## src/rtl/cart_sav_pkg.sv

```systemverilog
// Shared types and block-count decode for the cart RAM save/load engine.
package cart_sav_pkg;

  typedef enum logic [1:0] {IDLE, REQ, XFER, NEXT} sav_state_t;
  typedef enum logic {OP_LOAD, OP_SAVE} sav_op_t;

  // Number of 512-byte blocks backing the cart RAM; 0 means nothing to save.
  function automatic logic [8:0] blk_count(input logic mbc2, input logic [7:0] ram_size);
    logic [8:0] n;
    if (mbc2) n = 9'd1;
    else begin
      case (ram_size)
        8'd0:    n = 9'd0;
        8'd1:    n = 9'd4;
        8'd2:    n = 9'd16;
        8'd3:    n = 9'd64;
        default: n = 9'd256;
      endcase
    end
    return n;
  endfunction

endpackage

```

## src/rtl/sav_edge_det.sv

```systemverilog
// One-cycle rising-edge detector on a level input.
module sav_edge_det (
  input  logic clk_sys,
  input  logic reset,
  input  logic level,
  output logic rise
);

  logic prev;

  always_ff @(posedge clk_sys or posedge reset) begin
    if (reset) prev <= 1'b0;
    else       prev <= level;
  end

  assign rise = level & ~prev;

endmodule

```

## src/rtl/cart_sav_engine.sv

```systemverilog
// Cart RAM .sav load/save engine between cart RAM port B and hps_io SD blocks.
// Optional: define CART_SAV_AUTOSAVE_EN to save on OSD open when RAM is dirty.
module cart_sav_engine
  import cart_sav_pkg::*;
#(
  parameter int ADDR_W = 17,
  parameter int LBA_W  = 8
) (
  input  logic              clk_sys,
  input  logic              reset,
  input  logic              cart_mbc2,
  input  logic [7:0]        cart_ram_size,
  input  logic              sav_supported,
  input  logic              img_mounted,
  input  logic              img_readonly,
  input  logic [63:0]       img_size,
  input  logic              bk_load,
  input  logic              bk_save,
  input  logic              osd_active,
  input  logic              cram_wr,
  output logic [31:0]       sd_lba,
  output logic              sd_rd,
  output logic              sd_wr,
  input  logic              sd_ack,
  input  logic [8:0]        sd_buff_addr,
  input  logic [7:0]        sd_buff_dout,
  input  logic              sd_buff_wr,
  output logic [7:0]        sd_buff_din,
  output logic [ADDR_W-1:0] bram_addr,
  output logic              bram_wr,
  output logic [7:0]        bram_di,
  input  logic [7:0]        bram_do,
  output logic              bk_busy,
  output logic              sav_dirty
);

  sav_state_t       state, state_n;
  sav_op_t          op;
  logic [LBA_W-1:0] lba;
  logic [LBA_W:0]   n_ext;
  logic [LBA_W+8:0] full_addr;
  logic [8:0]       n_blk;
  logic [2:0]       lvl, rise;
  logic             mounted, mount_ld;
  logic             gate, ld_req, sv_req, save_trig, start, last;

  // bit 0: bk_load, bit 1: bk_save, bit 2: osd_active
  assign lvl = {osd_active, bk_save, bk_load};

  for (genvar i = 0; i < 3; i++) begin : g_edge
    sav_edge_det u_edge (
      .clk_sys (clk_sys),
      .reset   (reset),
      .level   (lvl[i]),
      .rise    (rise[i])
    );
  end

`ifdef CART_SAV_AUTOSAVE_EN
  assign save_trig = rise[1] | (rise[2] & sav_dirty);
`else
  logic unused_osd;
  assign unused_osd = rise[2];
  assign save_trig  = rise[1];
`endif

  assign n_blk  = blk_count(cart_mbc2, cart_ram_size);
  assign n_ext  = (LBA_W+1)'(n_blk);
  assign last   = ({1'b0, lba} == n_ext - (LBA_W+1)'(1));
  assign gate   = mounted & sav_supported & (n_blk != 9'd0);
  assign ld_req = (rise[0] | mount_ld) & gate;
  assign sv_req = save_trig & gate & ~img_readonly;

  always_ff @(posedge clk_sys or posedge reset) begin
    if (reset) state <= IDLE;
    else       state <= state_n;
  end

  always_comb begin
    state_n = state;
    start   = 1'b0;
    case (state)
      IDLE: if (ld_req || sv_req) begin
        state_n = REQ;
        start   = 1'b1;
      end
      REQ:  if (sd_ack)  state_n = XFER;
      XFER: if (!sd_ack) state_n = NEXT;
      NEXT: state_n = last ? IDLE : REQ;
      default: state_n = IDLE;
    endcase
  end

  always_ff @(posedge clk_sys or posedge reset) begin
    if (reset) begin
      lba       <= '0;
      op        <= OP_LOAD;
      bk_busy   <= 1'b0;
      sav_dirty <= 1'b0;
      mounted   <= 1'b0;
      mount_ld  <= 1'b0;
    end else begin
      // auto-load fires the cycle after a non-empty mount, once mounted is visible
      mount_ld <= img_mounted & (img_size != 64'd0);
      if (img_mounted) mounted <= (img_size != 64'd0);
      if (start) begin
        lba     <= '0;
        op      <= ld_req ? OP_LOAD : OP_SAVE;
        bk_busy <= 1'b1;
      end else if (state == NEXT) begin
        if (last) bk_busy <= 1'b0;
        else      lba     <= lba + LBA_W'(1);
      end
      // a CPU write racing a save start keeps the flag set: that byte may be missed
      if (cram_wr)                sav_dirty <= 1'b1;
      else if (start && !ld_req)  sav_dirty <= 1'b0;
    end
  end

  assign sd_lba      = 32'(lba);
  assign sd_rd       = (state == REQ) && (op == OP_LOAD);
  assign sd_wr       = (state == REQ) && (op == OP_SAVE);
  assign full_addr   = {lba, sd_buff_addr};
  assign bram_addr   = full_addr[ADDR_W-1:0];
  assign bram_di     = sd_buff_dout;
  assign sd_buff_din = bram_do;
  assign bram_wr     = sd_buff_wr && (op == OP_LOAD) &&
                       ((state == XFER) || ((state == REQ) && sd_ack));

endmodule
```

## config.mk

```make
export PLATFORM = sky130hd
export DESIGN_NAME = cart_sav_engine
export DESIGN_NICKNAME = d
export VERILOG_FILES = /design/src/rtl/cart_sav_pkg.sv /design/src/rtl/sav_edge_det.sv /design/src/rtl/cart_sav_engine.sv
export SDC_FILE = /design/constraint.sdc
export NUM_CORES = 1
export LEC_CHECK = 0
export ABC_AREA = 1
export BUFFER_PORTS_ARGS = -buffer_cell sky130_fd_sc_hd__buf_2
export CORE_ASPECT_RATIO = 0.6
export CORE_MARGIN = 4
export CORE_UTILIZATION = 33
export CTS_CLUSTER_SIZE = 30
export DETAILED_ROUTE_END_ITERATION = 8
export GPL_TIMING_DRIVEN = 0
export PLACE_DENSITY = 0.84
export SLEW_MARGIN = 20
export SYNTH_ARGS = -nofsm -noshare
export SYNTH_HDL_FRONTEND = slang
export SYNTH_HIERARCHICAL = 1
export SYNTH_SLANG_ARGS = --single-unit
```

## constraint.sdc

```tcl
create_clock -name clk_sys -period 1.5 [get_ports clk_sys]
set_clock_uncertainty 0.05 [all_clocks]
set_input_delay 0.075 -clock clk_sys [delete_from_list [all_inputs] [get_ports clk_sys]]
set_output_delay 0.075 -clock clk_sys [all_outputs]
set_load 0.05 [all_outputs]
```

==> results of run 1 <==
==> layout make-up <==
cell class              instances  area, sq um
inverters                      27        101.3
fillers                       472         2321
clock buffers                   4        45.04
well taps                      66        82.58
multi-input cells             170        999.7
flip-flops and latches         17        432.9
plain buffers                  59        446.7
repair buffers                139        750.7
==> cells by family (layout without fill, tap and decap cells) <==
family | count (synthesis) | after routing | synth area share, %
xor gates and xnor gates | 7 | 7 | 3.809
buffers and inverters | 86 | 229 | 30.12
DFF | 17 | 17 | 23.55
AOI/OAI and AO/OA | 13 | 13 | 3.878
other | 1 | 24 | 0.2076
and+or+nand+nor | 119 | 120 | 34.28
adders and majority gates | 6 | 6 | 4.155
==> layout by cell type, fill, tap and decap left out, types with 8 or more instances in the layout <==
| cell | netlist | routed |
|---|---|---|
| buf_2 | 0 | 125 |
| buf_4 | 59 | 64 |
| nand2_1 | 47 | 40 |
| conb_1 | 1 | 24 |
| inv_1 | 25 | 22 |
| nor4_1 | 16 | 16 |
| nor2_1 | 15 | 13 |
| nand4_1 | 12 | 12 |
| dfrtp_1 | 17 | 11 |
| nand2_2 | 2 | 9 |
| nand3_1 | 9 | 8 |
| nor2_2 | 6 | 8 |
==> final timing paths <==
check | end | slack (ps)
max reg2reg | lba[5]$_DFFE_PP0P_ | -150
min in group asynchronous | g_edge[0].u_edge/prev$_DFF_PP0_ | 170
min | mount_ld$_DFF_PP0_ | 150
max in group asynchronous | state[0]$_DFFE_PP0P_ | 580
min reg2reg | bk_busy$_DFFE_PP0P_ | 450
max | lba[5]$_DFFE_PP0P_ | -150
==> sequential cells by signal (all words and copies together) (netlist names) <==
signal,count
lba,8
g_edge.u_edge/prev,2
state,2
bk_busy,1
mount_ld,1
mounted,1
op,1
sav_dirty,1
==> routing by layer <==
layer  vias up  track usage, %
li1       1069               -
met5         -               0
met4         0           1.493
met2        67           28.26
met3         2           4.024
met1       958           22.71
==> through the flow <==
| stage | hold slack (ps) | setup WS, ps |
|---|---|---|
| after CTS | 146.3 | -51.80 |
| final | 145.6 | -147.2 |
| after floorplan | -246.3 | -93.97 |
| after global placement | -119.7 | -101.8 |
| after global routing | 176.2 | -280.1 |
| after detailed placement | -116.4 | -126.2 |
==> timing repair <==
item | 4_1_cts | 5_1_grt
cloned | 1 | 0
resized for setup | 8 | 17
setup buffers | 3 | 3
pin swaps | 2 | 6
setup endpoints to repair | 15 | 16
endpoints found under the hold margin | 22 | 0
hold buffers | 5 | 0
==> worst max-delay path, cell delays in order, from the launching register on <==
cell and delay, ps:
dfrtp_2 440, inv_2 80, nand2_2 50, o21ai_2 110
nand2_1 80, nor2_2 100, nand2_2 80, nor2_4 180
buf_4 150, nand3_4 80, nand4_1 100, nand2_1 50
==> power by group <==
group / internal [W] / switching, W / total (W)
Combinational: 0.000705 / 0.00135 / 0.00206
Sequential: 0.000578 / 0.000157 / 0.000735
Clock: 0.000188 / 0.000153 / 0.000341
Total: 0.00147 / 0.00166 / 0.00313
==> impl_results.md, run 1 <==
* Top layer in use: met4
* TritonCTS clock tree: done
* DR vias at 2096
* Critical path arrival at 1740 ps
* Slew at the pin closest to its max-slew limit at 585.8 ps
* Row Count at 20
* Initial antenna violation count at 0
* Hold crit path type: in -> reg
* Die area at 6762 sq um
* Maximum clock rate at 607.1 MHz
* VDD IR max at 0.4144 mV
* Top cell type's share of synthesized area at 24.52%
* Ys async rst share at 100.0%
* Worst Path Class, Setup: reg -> reg
* Hold depth at 7
* RSZ-0062 raised after global routing: true
* Mapped Avg Cell Area at 7.256 sq um
* Status: finished with violations
* Buffers on Ports at 128
* Drt pass-1 iters at 4
* Ys flop type: dfrtp_1
* Failing checks: setup timing
* DRC at 0
* Met3 wire len at 337 microns
* Worst r2r path cells at 11
* Global-route wire length before repair at 9363 microns
* WL/cell at 12.91 microns
* PD cells at 1096 nW/um^2
* CP startpoint: lba[0]$_DFFE_PP0P_
* Final hold vios at 0
* Root Buffer: clkbuf_8
* Clk buf depth at 2
* Mapped Cells at 249
* Most frequent cells after synthesis: 59 x buf_4, 47 x nand2_1, 25 x inv_1
* P&R area growth vs syn at 58.24%
* Diode count at 0
* Initial core utilization at 34.88%
* Post-layout util at 55.19%
* Layout cells sized above 1 at 57.69%
* Grt total ovfl at 0
* Final std cells w/o fill at 482
* Rel. slew slack at 60.91%
* Setup-failing EPs final at 12
* Largest cells by area after synthesis: buf_4 25%, dfrtp_1 24%, nand2_1 9.8%, nor4_1 5.5%, inv_1 5.2%
* Hold_sp: img_size[7]
* Largest net degree at the start of global routing at 16
* Dpl cells at 466
* Synth warn at 6
* Total Nets Final at 532
* Core area at 5180 sq um
* Final Total Pwr at 0.003134 W
* Post-route cell area at 2859 sq um
* Post-synthesis sequential area ratio at 23.55%
* Metal2 WL at 3161 microns
* Post-synth EDFFs at 0
* Yosys reg bits at 17
* Inserted Clock Buffers at 3
* Worst setup slack after layout at -147.2 ps
* Leak at 1.671 nW
* Clock sinks at 17
* Reg2Reg Launch Point: lba[0]$_DFFE_PP0P_
* DP HPWL at 5151 microns
* Cell variety after synth at 28
* Fin crit period at 1647 ps
* # IOs at 179
* Via density per instance at 4.349
* Cell Area, Synth at 1807 sq um
* Drt initial violations at 58
* CP endpoint kind: flip-flop
* Setup TNS at -1211 ps
* Post-route ant nets at 0
* Max FO, Critical Path at 5
* Total track usage at 16.71%
* Routed Wire Length at 6222 microns
* Critical path launch point type: flip-flop
* Period utilisation layout at 109.8%
* Placed instance area at 2628 sq um
* H-tree Lvls at 1
* Metal-1 WL at 2716 microns
* Leading area contributor after synthesis: buf_4
* Critical Path RT at 1590 ps
* Die boundary height at 65.32 microns
* Final RePlAce weighted congestion at 0.8493
* Number of global-route vias before repair at 1936
* CTS clk-pin slew, worst paths at 70 ps
* DIE WIDTH at 103.5 microns
* Worst skew pair latency at 250 ps
* Max Cap Viol at 0
* Fin. max-slew vios at 0
* Most common cell in the synthesized netlist: buf_4
(Power assumes the default switching activity.)
==> inputs of run 2 (changes only) <==
- CELL_PAD_IN_SITES_DETAIL_PLACEMENT: not set -> 0
- CELL_PAD_IN_SITES_GLOBAL_PLACEMENT: not set -> 2
- CORE_UTILIZATION: 33 -> 15
- PLACE_DENSITY: 0.84 -> 0.83
==> run 2 against run 1 <==
Compared with the run above:
- the flow still finishes with violations (setup timing)
- critical path depth up 1
- worst setup slack better by 91 ps
- register-to-register slack better by 90 ps
- clock-buffer cell count unchanged
- cell area up 5.3%
- non-clock buffer count up 3
- sequential cell count unchanged
- via count down 1.9%
- maximum frequency up 5.8%
- sequential power down 2%
- hold slack better by 25 ps
- core utilization down 29 points
==> impl_results.md, run 2 (synthesized netlist as in run 1, its figures left out) <==
* Status: finished with violations
* Failing checks: setup timing
* WL/cell at 11.35 microns
* Max FO, Critical Path at 5
* Die area at 13920 sq um
* H-tree Lvls at 1
* Largest register by flop count: lba
* Max reg flops at 8
* Via density per instance at 3.553
* Buffers on Ports at 128
* DP HPWL at 5777 microns
* Row Count at 30
* Post-route ant nets at 0
* CP endpoint kind: flip-flop
* Total Nets Final at 535
* Worst skew pair latency at 250 ps
* Maximum clock rate at 642.5 MHz
* Final RePlAce weighted congestion at 0.9222
* CP dominant cell by count: nand2_1
* Critical Path RT at 1580 ps
* Commonest non-fill, non-tap cell in the layout: buf_2
* Biggest regs: lba: 8 flops, g_edge.u_edge/prev: 2 flops, state: 2 flops
* Core area at 11520 sq um
* CP peak stage delay at 420 ps
* VDD IR max at 0.4327 mV
* Setup TNS at -457.1 ps
* Leak at 1.699 nW
* CTS clk-pin slew, worst paths at 50 ps
* Critical path launch point type: flip-flop
* Max Cap Viol at 0
* Die boundary height at 93.01 microns
* Largest net degree at the start of global routing at 16
* DRC at 0
* Worst path cell trace: inv_2, nand2_1, o21ai_1, nand2_1, nor2_1, nand2_1, nor2_4, nand3_4, nand2_1, nand2_1, nand2_1, nand2_1
* Total track usage at 8.911%
* Routed Wire Length at 6571 microns
* Most frequent cells in the layout: 127 x buf_2, 67 x buf_4, 47 x nand2_1
* Clock sinks at 17
* Initial antenna violation count at 0
* Fin. max-slew vios at 0
* Final hold vios at 0
* Post-layout util at 26.11%
* Grt total ovfl at 0
* Drt pass-1 iters at 4
* Global-route wire length before repair at 9853 microns
* TritonCTS clock tree: done
* Critical path arrival at 1640 ps
* DR vias at 2057
* Initial core utilization at 15.68%
* Worst Path Class, Setup: reg -> reg
* Period utilisation layout at 103.8%
* Fin crit period at 1556 ps
* DIE WIDTH at 149.7 microns
* # IOs at 179
* Slowest library cell on the worst path: dfrtp_2
* Number of global-route vias before repair at 1948
* PD cells at 1120 nW/um^2
* Worst setup slack after layout at -56.42 ps
* Slew at the pin closest to its max-slew limit at 609.5 ps
* P&R area growth vs syn at 66.55%
* Layout cells sized above 1 at 56.32%
* RSZ-0062 raised after global routing: true
* Hold crit path type: in -> reg
* Worst slack, placed at -136.2 ps
* Clk buf depth at 2
* Root Buffer: clkbuf_16
* Rel. slew slack at 59.32%
* Diode count at 0
* Final Total Pwr at 0.003371 W
* Inserted Clock Buffers at 3
* Drt initial violations at 50
* Setup-failing EPs final at 10
-- run 2: cell count changes in the layout (fill, tap and decap cells not counted), sizes merged --
cell / change
clkbuf: -1
buf: +4
-- run 2: cell type report --
class                      instances  area [sq um]
inverter                          27         101.3
multi-input combinational        170         984.7
fill                            1291          8514
clock buffer                       4         78.83
tap                              160         200.2
timing repair buffer             142         764.5
buffer                            59         446.7
sequential                        17         432.9
-- run 2: critical path, delay by kind of cell (launching register included) --
| kind | cells | cell delay, ps |
|---|---|---|
| AO/OA/AOI/OAI | 1 | 120 |
| buffers and inverters | 1 | 60 |
| flip-flops | 1 | 420 |
| AND/OR/NAND/NOR | 10 | 790 |
-- run 2: power breakdown --
| part | leakage [nW] | switching, W | total, W | internal (W) |
|---|---|---|---|---|
| combinational | 1.46 | 0.00137 | 0.00213 | 0.000759 |
| clock | 0.0382 | 0.000167 | 0.000527 | 0.000361 |
| sequential | 0.201 | 0.000139 | 0.000718 | 0.000579 |
| total | 1.70 | 0.00167 | 0.00337 | 0.00170 |
-- run 2: layer usage --
layer  GRT usage (%)  vias to the layer above  routed length [microns]  part of all wire, %
li1                -                     1077                        -                    -
met1           12.07                      934                     2889                   44
met2           14.66                       42                     3293                   50
met3           1.598                        4                      325                  4.9
met4           2.359                        0                       63                 0.96
met5               0                        -                        0                    0
-- run 2: timing repair --
action | 4_1_cts | 5_1_grt
hold buffers | 5 | 0
gates resized for setup | 4 | 11
endpoints found under the setup margin | 14 | 16
gates cloned | 1 | 0
hold endpoints to repair | 22 | 0
setup buffers | 3 | 6
pin swaps | 1 | 6
-- run 2: stage by stage --
stage	cells	hold slack [ps]	cell area, sq um
finish	579	170.5	3009
detailed placement	560	-115.6	2745
floorplan	272	-246.3	1904
global route	579	209.6	3009
global placement	560	-119.2	2745
CTS	573	173.5	2913
-- run 2: path summary, 6_finish.rpt --
check,end,slack (ps),depth (start not counted),start
max reg2reg,state[0]$_DFFE_PP0P_,-60,12,lba[0]$_DFFE_PP0P_
max,state[0]$_DFFE_PP0P_,-60,12,lba[0]$_DFFE_PP0P_
max in group asynchronous,state[0]$_DFFE_PP0P_,530,3,reset
min in group asynchronous,g_edge[1].u_edge/prev$_DFF_PP0_,190,3,reset
min reg2reg,bk_busy$_DFFE_PP0P_,440,2,bk_busy$_DFFE_PP0P_
min,mount_ld$_DFF_PP0_,170,7,img_size[7]
